### src/rtl/pwm_channel_scanner.sv
// pwm_channel_scanner: round-robin pulse-width capture of NUM_CH servo inputs with one shared counter.
// Optional RANGE_CLAMP_EN clamps stored widths to [CLAMP_LO, CLAMP_HI].
`default_nettype none

module pwm_channel_scanner #(
  parameter int NUM_CH      = 4,
  parameter int SIZE        = 17,
  parameter int SYSCLK      = 25000000,
  parameter int TIMEOUT_CYC = SYSCLK / 40,
  parameter int MAX_WIDTH   = (SYSCLK / 1000) * 3,
  parameter int CLAMP_LO    = SYSCLK / 1000,
  parameter int CLAMP_HI    = SYSCLK / 500
) (
  input  logic                                         clk_in,
  input  logic                                         reset_n_in,
  input  logic [NUM_CH-1:0]                            pulse_in,
  output logic [NUM_CH*SIZE-1:0]                       width_out,
  output logic [NUM_CH-1:0]                            valid_out,
  output logic                                         update_out,
  output logic [((NUM_CH > 1) ? $clog2(NUM_CH) : 1)-1:0] ch_out,
  output logic                                         failsafe_out
);

  localparam int CHW = (NUM_CH > 1) ? $clog2(NUM_CH) : 1;
  localparam int TW  = $clog2(TIMEOUT_CYC + 1);

  generate
    if (MAX_WIDTH >= (2 ** SIZE)) begin : g_chk_size
      $error("MAX_WIDTH must be below 2**SIZE so the width counter cannot wrap");
    end
    if (CLAMP_LO > CLAMP_HI) begin : g_chk_clamp
      $error("CLAMP_LO must not exceed CLAMP_HI");
    end
  endgenerate

  typedef enum logic [2:0] {
    ARM       = 3'd0,
    WAIT_RISE = 3'd1,
    MEASURE   = 3'd2,
    STORE     = 3'd3,
    FAIL      = 3'd4,
    NEXT      = 3'd5
  } state_t;

  state_t state_q, state_d;

  logic [NUM_CH-1:0]            sync1, sync2;
  logic [CHW-1:0]               ch;
  logic [SIZE-1:0]              counter;
  logic [TW-1:0]                timer;
  logic [NUM_CH-1:0][SIZE-1:0]  widths;
  logic [NUM_CH-1:0]            valid;
  logic                         update;

  logic                         cur;
  logic                         timeout;
  logic                         at_max;
  logic [SIZE-1:0]              store_val;

  always_ff @(posedge clk_in or negedge reset_n_in) begin
    if (!reset_n_in) begin
      sync1 <= '0;
      sync2 <= '0;
    end else begin
      sync1 <= pulse_in;
      sync2 <= sync1;
    end
  end

  always_comb begin
    cur     = sync2[ch];
    timeout = (timer == TW'(TIMEOUT_CYC - 1));
    at_max  = (counter == SIZE'(MAX_WIDTH));
`ifdef RANGE_CLAMP_EN
    if (counter < SIZE'(CLAMP_LO)) begin
      store_val = SIZE'(CLAMP_LO);
    end else if (counter > SIZE'(CLAMP_HI)) begin
      store_val = SIZE'(CLAMP_HI);
    end else begin
      store_val = counter;
    end
`else
    store_val = counter;
`endif
  end

  always_comb begin
    state_d = state_q;
    case (state_q)
      // Timeout takes priority over an edge seen in the same cycle.
      ARM: begin
        if (timeout)   state_d = FAIL;
        else if (!cur) state_d = WAIT_RISE;
      end
      WAIT_RISE: begin
        if (timeout)  state_d = FAIL;
        else if (cur) state_d = MEASURE;
      end
      MEASURE: begin
        if (!cur)        state_d = STORE;
        else if (at_max) state_d = FAIL;
      end
      STORE:   state_d = NEXT;
      FAIL:    state_d = NEXT;
      NEXT:    state_d = ARM;
      default: state_d = ARM;
    endcase
  end

  always_ff @(posedge clk_in or negedge reset_n_in) begin
    if (!reset_n_in) begin
      state_q <= ARM;
      ch      <= '0;
      counter <= '0;
      timer   <= '0;
      widths  <= '0;
      valid   <= '0;
      update  <= 1'b0;
    end else begin
      state_q <= state_d;
      update  <= 1'b0;
      case (state_q)
        ARM: begin
          timer <= timer + 1'b1;
        end
        WAIT_RISE: begin
          timer <= timer + 1'b1;
          // The rise cycle itself is the first high cycle of the pulse.
          if (!timeout && cur) counter <= SIZE'(1);
        end
        MEASURE: begin
          if (cur && !at_max) counter <= counter + 1'b1;
        end
        STORE: begin
          widths[ch] <= store_val;
          valid[ch]  <= 1'b1;
          update     <= 1'b1;
        end
        FAIL: begin
          valid[ch] <= 1'b0;
        end
        NEXT: begin
          ch      <= (ch == CHW'(NUM_CH - 1)) ? '0 : ch + 1'b1;
          counter <= '0;
          timer   <= '0;
        end
        default: ;
      endcase
    end
  end

  assign width_out    = widths;
  assign valid_out    = valid;
  assign update_out   = update;
  assign ch_out       = ch;
  assign failsafe_out = ~|valid;

endmodule

`default_nettype wire

### config.mk
export PLATFORM = sky130hd
export DESIGN_NAME = pwm_channel_scanner
export DESIGN_NICKNAME = d
export VERILOG_FILES = /design/src/rtl/pwm_channel_scanner.sv
export SDC_FILE = /design/constraint.sdc
export NUM_CORES = 1
export LEC_CHECK = 0
export BUFFER_PORTS_ARGS = -buffer_cell sky130_fd_sc_hd__buf_2
export CAP_MARGIN = 20
export CORE_ASPECT_RATIO = 0.75
export CORE_UTILIZATION = 50
export CTS_BUF_LIST = sky130_fd_sc_hd__clkbuf_8
export CTS_CLUSTER_SIZE = 24
export DETAILED_ROUTE_END_ITERATION = 7
export PLACE_DENSITY_LB_ADDON = 0.12
export SETUP_SLACK_MARGIN = 0.4
export SLEW_MARGIN = 40
export SYNTH_ARGS = -nofsm -noshare
export SYNTH_HDL_FRONTEND = slang
export SYNTH_SLANG_ARGS = --single-unit
### constraint.sdc
create_clock -name clk_in -period 2.61 [get_ports clk_in]
set_input_delay 0 -clock clk_in [delete_from_list [all_inputs] [get_ports clk_in]]
set_output_delay 0 -clock clk_in [all_outputs]
set_load 0.03 [all_outputs]
-- Word-level counts from Yosys, hierarchy flattened
Index checks and enable logic that the tools add are counted.
- flip-flop bits (word level): 123
- input bits: 6
- output and inout port bits: 76
- word-level logic and storage cells: 69
- muxes and demuxes: 21
- add/sub/neg operators: 3
- reductions and logical operators: 15
- equal/unequal tests: 13
- $lt $le $gt $ge: 2
- bitwise gates (word level): 3
- operator list (cell ; number):
    $bwmux 68 ; 1
    $mux 17 ; 3
    $pmux 17 s3 ; 1
    $pmux 20 s2 ; 1
    $demux 17 s2 ; 1
    $add 20x1->20 const B ; 1
    $eq 20x20->1 const B ; 1
    $mux 3 ; 6
    $add 17x1->17 const B ; 1
    $eq 17x17->1 const B ; 1
    $pmux 3 s4 ; 1
    $ne 3x3->1 const B ; 3
    $pmux 4 s2 ; 1
    $eq 3x2->1 const B ; 2
    $eq 3x3->1 const B ; 2
    $reduce_and 3->1 ; 2
    $and 4x4->4 ; 1
    $ne 2x2->1 const B ; 2
    $not 4->4 ; 1
    $or 4x4->4 ; 1
    $reduce_bool 2->1 ; 2
    $reduce_or 2->1 ; 2
    $reduce_or 4->1 ; 1
    $eq 3x1->1 const B ; 1
    12 further kinds ; 18

-- Longest topological paths before layout
- depth after elaboration: 7
- mapped depth: 8
- gate-level depth less buffers: 7

-- Worst setup path after synthesis
OpenSTA, ideal clock, no wires.
- path kind: register to register
- start: register ch[0] (netlist: ch_out[0])
- end: register counter[15]
- path slack: 0.573 ns
- data required time: 2.486 ns
- arrival time: 1.913 ns
- period minus slack after synthesis: 2.037 ns
- library setup time: 0.124 ns
- path buffers: 0
- stages on the path, launching flop included: 6
- cells stage by stage: dfrtp_1 mux4_2 a21oi_1 a21o_2 or2_2 a211o_1
- cells in the longest elaborated chain, start to end: 5
- elaborated cells on any way between the ends: 7
- those cells by class: 2 x eq/ne; 2 x mux; 3 x reduce/logical
- ends and longest elaborated chain (item ; line ; text):
    start, declared ; 48 ; logic [CHW-1:0] ch;
    start signal, assigned ; 143 ; ch <= (ch == CHW'(NUM_CH - 1)) ? '0 : ch + 1'b1;
    $bmux 1 s2 (*) ; 71 ; cur = sync2[ch];
    $mux 1 (implied by the code) (*) ; 71 ;
    $logic_and 1x1->1 (on tied branches) ; 132, 129 ;
    $ne 2x2->1 (no source line) ; -- ;
    $reduce_and 3->1 (no source line) (*) ; -- ;
    end signal, assigned ; 132 ; if (cur && !at_max) counter <= counter + 1'b1;
    end, declared ; 49 ; logic [SIZE-1:0] counter;
Every way passes the cells marked *; elsewhere a longest branch is shown, timed or not. The select of a mux whose other input is x is not followed.
A chain may end at the register's enable or synchronous reset.

-- Final worst setup path
- start: register counter[15]
- end: register counter[0]
- cells in the longest elaborated chain, start to end: 5
- ends and longest elaborated chain (item ; line ; text):
    $eq 17x17->1 ; 73 ; at_max = (counter == SIZE'(MAX_WIDTH));
    $logic_not 1->1 ; 132 ;
    $logic_and 1x1->1 ; 132 ;
    $ne 2x2->1 (no source line) ; -- ;
    $reduce_and 3->1 (no source line) ; -- ;
No other way between the ends.

==> metrics.csv <==
metric,value,unit
CTS Buffer Depth,2,
met3 WL,747,um
met1 wire length,5.88,mm
RSZ-0062 raised after global routing,yes,
leakage,3.22,nW
min Tclk post-route,2180,ps
row count,32,
clock latency on the worst-skew pair,430,ps
grt total ovfl,0,
total placed cells including tap cells,665,
xor/xnor share of the synthesized area,0.00329,
CP Capture Type,flip-flop,
DRT antenna net count,0,
MaxCap Viol Count,0,
Syn Area/Cell,11.4,um2
initial antenna violation count,0,
fin crit share,0.834,
vias in the first global route,3867,
Post-synth EDFFs,0,
CP required,2910,ps
CTS tree,done,
Synth-to-Final Area Change,20.1,%
crit-path cells,or4b_1 > nor3_2 > a21o_2 > or2_2 > o21ai_0,
Clock Tree Root,clkbuf_8,
GRT Total Usage,0.234,
GP Congestion,0.847,
DIE HEIGHT,91.4,um
outcome,"complete, no violations",
effective utilization at floorplan,0.516,
design area,6400,um2
"Seq/Total Area, Yosys",0.578,
post-synthesis mux area share,0.129,
syn_nets,479,
Rel. slew slack,0.507,
Hold Slack,170,ps
clock share of power,0.326,
WP buf/inv,0,
Post-DP Area,5890,um2
crit path max-delay cell type,or4b_1,
Met2 Wirelength,5.19,mm
setup tns final,0,ps
Syn Inst Count,466,
sequential share of power,0.421,
Hold Fails Final Rpt,0,
via count,3978,
Port Buf Inserts,81,
R2R setup slack,430,ps
core area,10300,um2
maximum clock rate,459,MHz
sw power,1.76,mW
"delay-heaviest family, CP",simple AND/OR/NAND/NOR gates,
Pwr per Cell Area,822,nW/um2
CP max stage delay,570,ps
CTS Buf Count,17,
prevailing post-synth register cell,dfrtp_1,
routed vias/inst,5.64,
Netlist cell types,57,
pin count of the biggest net entering global routing,68,
clk_skew,10.8,ps
compound-gate portion of the synthesized area,0.108,
diodes inserted,0,
Hold Path Class,in2async,
Synth Register Bits,123,
Arrival @ worst endpoint,2470,ps
num ports,82,
1st-iter DRT viols,245,
"commonest cells after routing, fill and taps aside","123 x dfrtp_1, 80 x buf_2, 61 x nand2_1",
Ys Warns,0,
largest family of logic cells by synthesized area,simple AND/OR/NAND/NOR gates,
"CTS clk-pin slew, worst paths",70,ps
Power Internal,3.50,mW
layout cells sized above 1,0.341,
CTS sink cnt,123,
H-tree lvl count,4,
DRT Pass-1 Iters,5,
Die Width,121,um
Worst-Margin Slew,739,ps
Sw Share,0.334,
combinational group share of total power,0.253,
simple-gate portion of the synthesized area,0.135,
wire length per cell,16.9,um
critical path startpoint category,flip-flop,
critical-path maximum fanout,14,
Post-Synth Adder-Cell Area,0.0164,
global-route wire length before repair,19.7,mm
"commonest non-fill, non-tap cell in the layout",dfrtp_1,
Total Wirelength,11.9,mm
Die ar.,11100,um2
Slew Limit Fails,0,
worst vdd ir,0.571,mV
mapped cell area,5330,um2
remaining routing DRC violations,0,
Final #Nets,569,
Final setup viols,0,
Layout Cells excl Fill,705,
Max Used Layer,met4,
WS Path Type,reg2reg,
asr flop ratio synth,1.00,
Post-DP HPWL,8.06,mm
## power groups by stage
stage	combinational, mW	clock, mW	sequential (mW)
after global placement	1.24	0	2.24
final	1.33	1.72	2.22
after floorplan	0.732	0	2.39
after CTS	1.28	1.76	2.22
after global routing	1.46	1.84	2.24
after detailed placement	1.27	0	2.25
## cells in the mapped netlist, types with 3 or more instances
| cell type | instances | area share |
|---|---|---|
| dfrtp_1 | 123 | 0.58 |
| nand2_1 | 61 | 0.043 |
| mux2_2 | 53 | 0.11 |
| o21ai_0 | 38 | 0.036 |
| clkbuf_1 | 21 | 0.015 |
| nand3_1 | 19 | 0.018 |
| nor2_1 | 17 | 0.012 |
| o31ai_1 | 16 | 0.023 |
| nand4_1 | 9 | 0.011 |
| a31oi_1 | 8 | 0.0094 |
| inv_1 | 8 | 0.0056 |
| ha_1 | 7 | 0.016 |
| mux2i_1 | 7 | 0.013 |
| nor4_1 | 6 | 0.0070 |
| a21oi_1 | 5 | 0.0047 |
| buf_2 | 5 | 0.0047 |
| o211ai_1 | 5 | 0.0070 |
| and3_1 | 3 | 0.0035 |
| nor2b_1 | 3 | 0.0035 |
| nor3b_1 | 3 | 0.0042 |
| or2_2 | 3 | 0.0035 |
| or4_1 | 3 | 0.0042 |
## routing by layer
| metal | vias to the layer above | global-route usage |
|---|---|---|
| met2 | 142 | 0.340 |
| li1 | 1847 | - |
| met4 | 0 | 0.0586 |
| met3 | 11 | 0.0729 |
| met1 | 1978 | 0.339 |
| met5 | - | 0 |
## repair_timing
item | in CTS | in global routing
setup buffers | 0 | 3
hold endpoints to repair | 60 | 0
setup endpoints to repair | 0 | 13
hold buffers | 5 | 0
gates resized for setup | 0 | 5
## registers in the layout, indices dropped and copies added, names as in the netlist, named ones only
register	count
width_out	68
timer	20
counter	17
sync1	4
sync2	4
state_q	3
ch_out	2
update_out	1
## worst paths after layout
kind                        startpoint  depth (start not counted)    endpoint
max                        counter[15]                          5  counter[0]
max in group asynchronous   reset_n_in                          3  counter[0]
max reg2reg                counter[15]                          5  counter[0]
min                         reset_n_in                          2   timer[19]
min in group clk_in        pulse_in[0]                          2    sync1[0]
min reg2reg                   sync1[1]                          0    sync2[1]
## area by class of cell
type                            count  area [um2]
Fill cell                         851        3930
Clock inverter                     13         150
Sequential cell                   123        3080
Clock buffer                       19         262
Tap cell                          136         170
Inverter                            8        30.0
Multi-Input combinational cell    305        2120
Timing Repair Buffer              101         596
## through the flow
stage	worst slack, ps	power [mW]	utilization
3_3_place_gp	491	3.48	0.570
5_1_grt	318	5.54	0.620
3_5_place_dp	462	3.52	0.570
6_report	433	5.26	0.620
2_1_floorplan	573	3.12	-
4_1_cts	451	5.26	0.615
## cell families after synthesis
| family | after synthesis |
|---|---|
| fa+ha+maj | 7 |
| mux | 61 |
| xor+xnor | 2 |
| compound gates | 90 |
| simple gates | 145 |
| flops | 123 |
| buf+inv | 38 |
No activity file was read; power rests on OpenSTA's default activity.
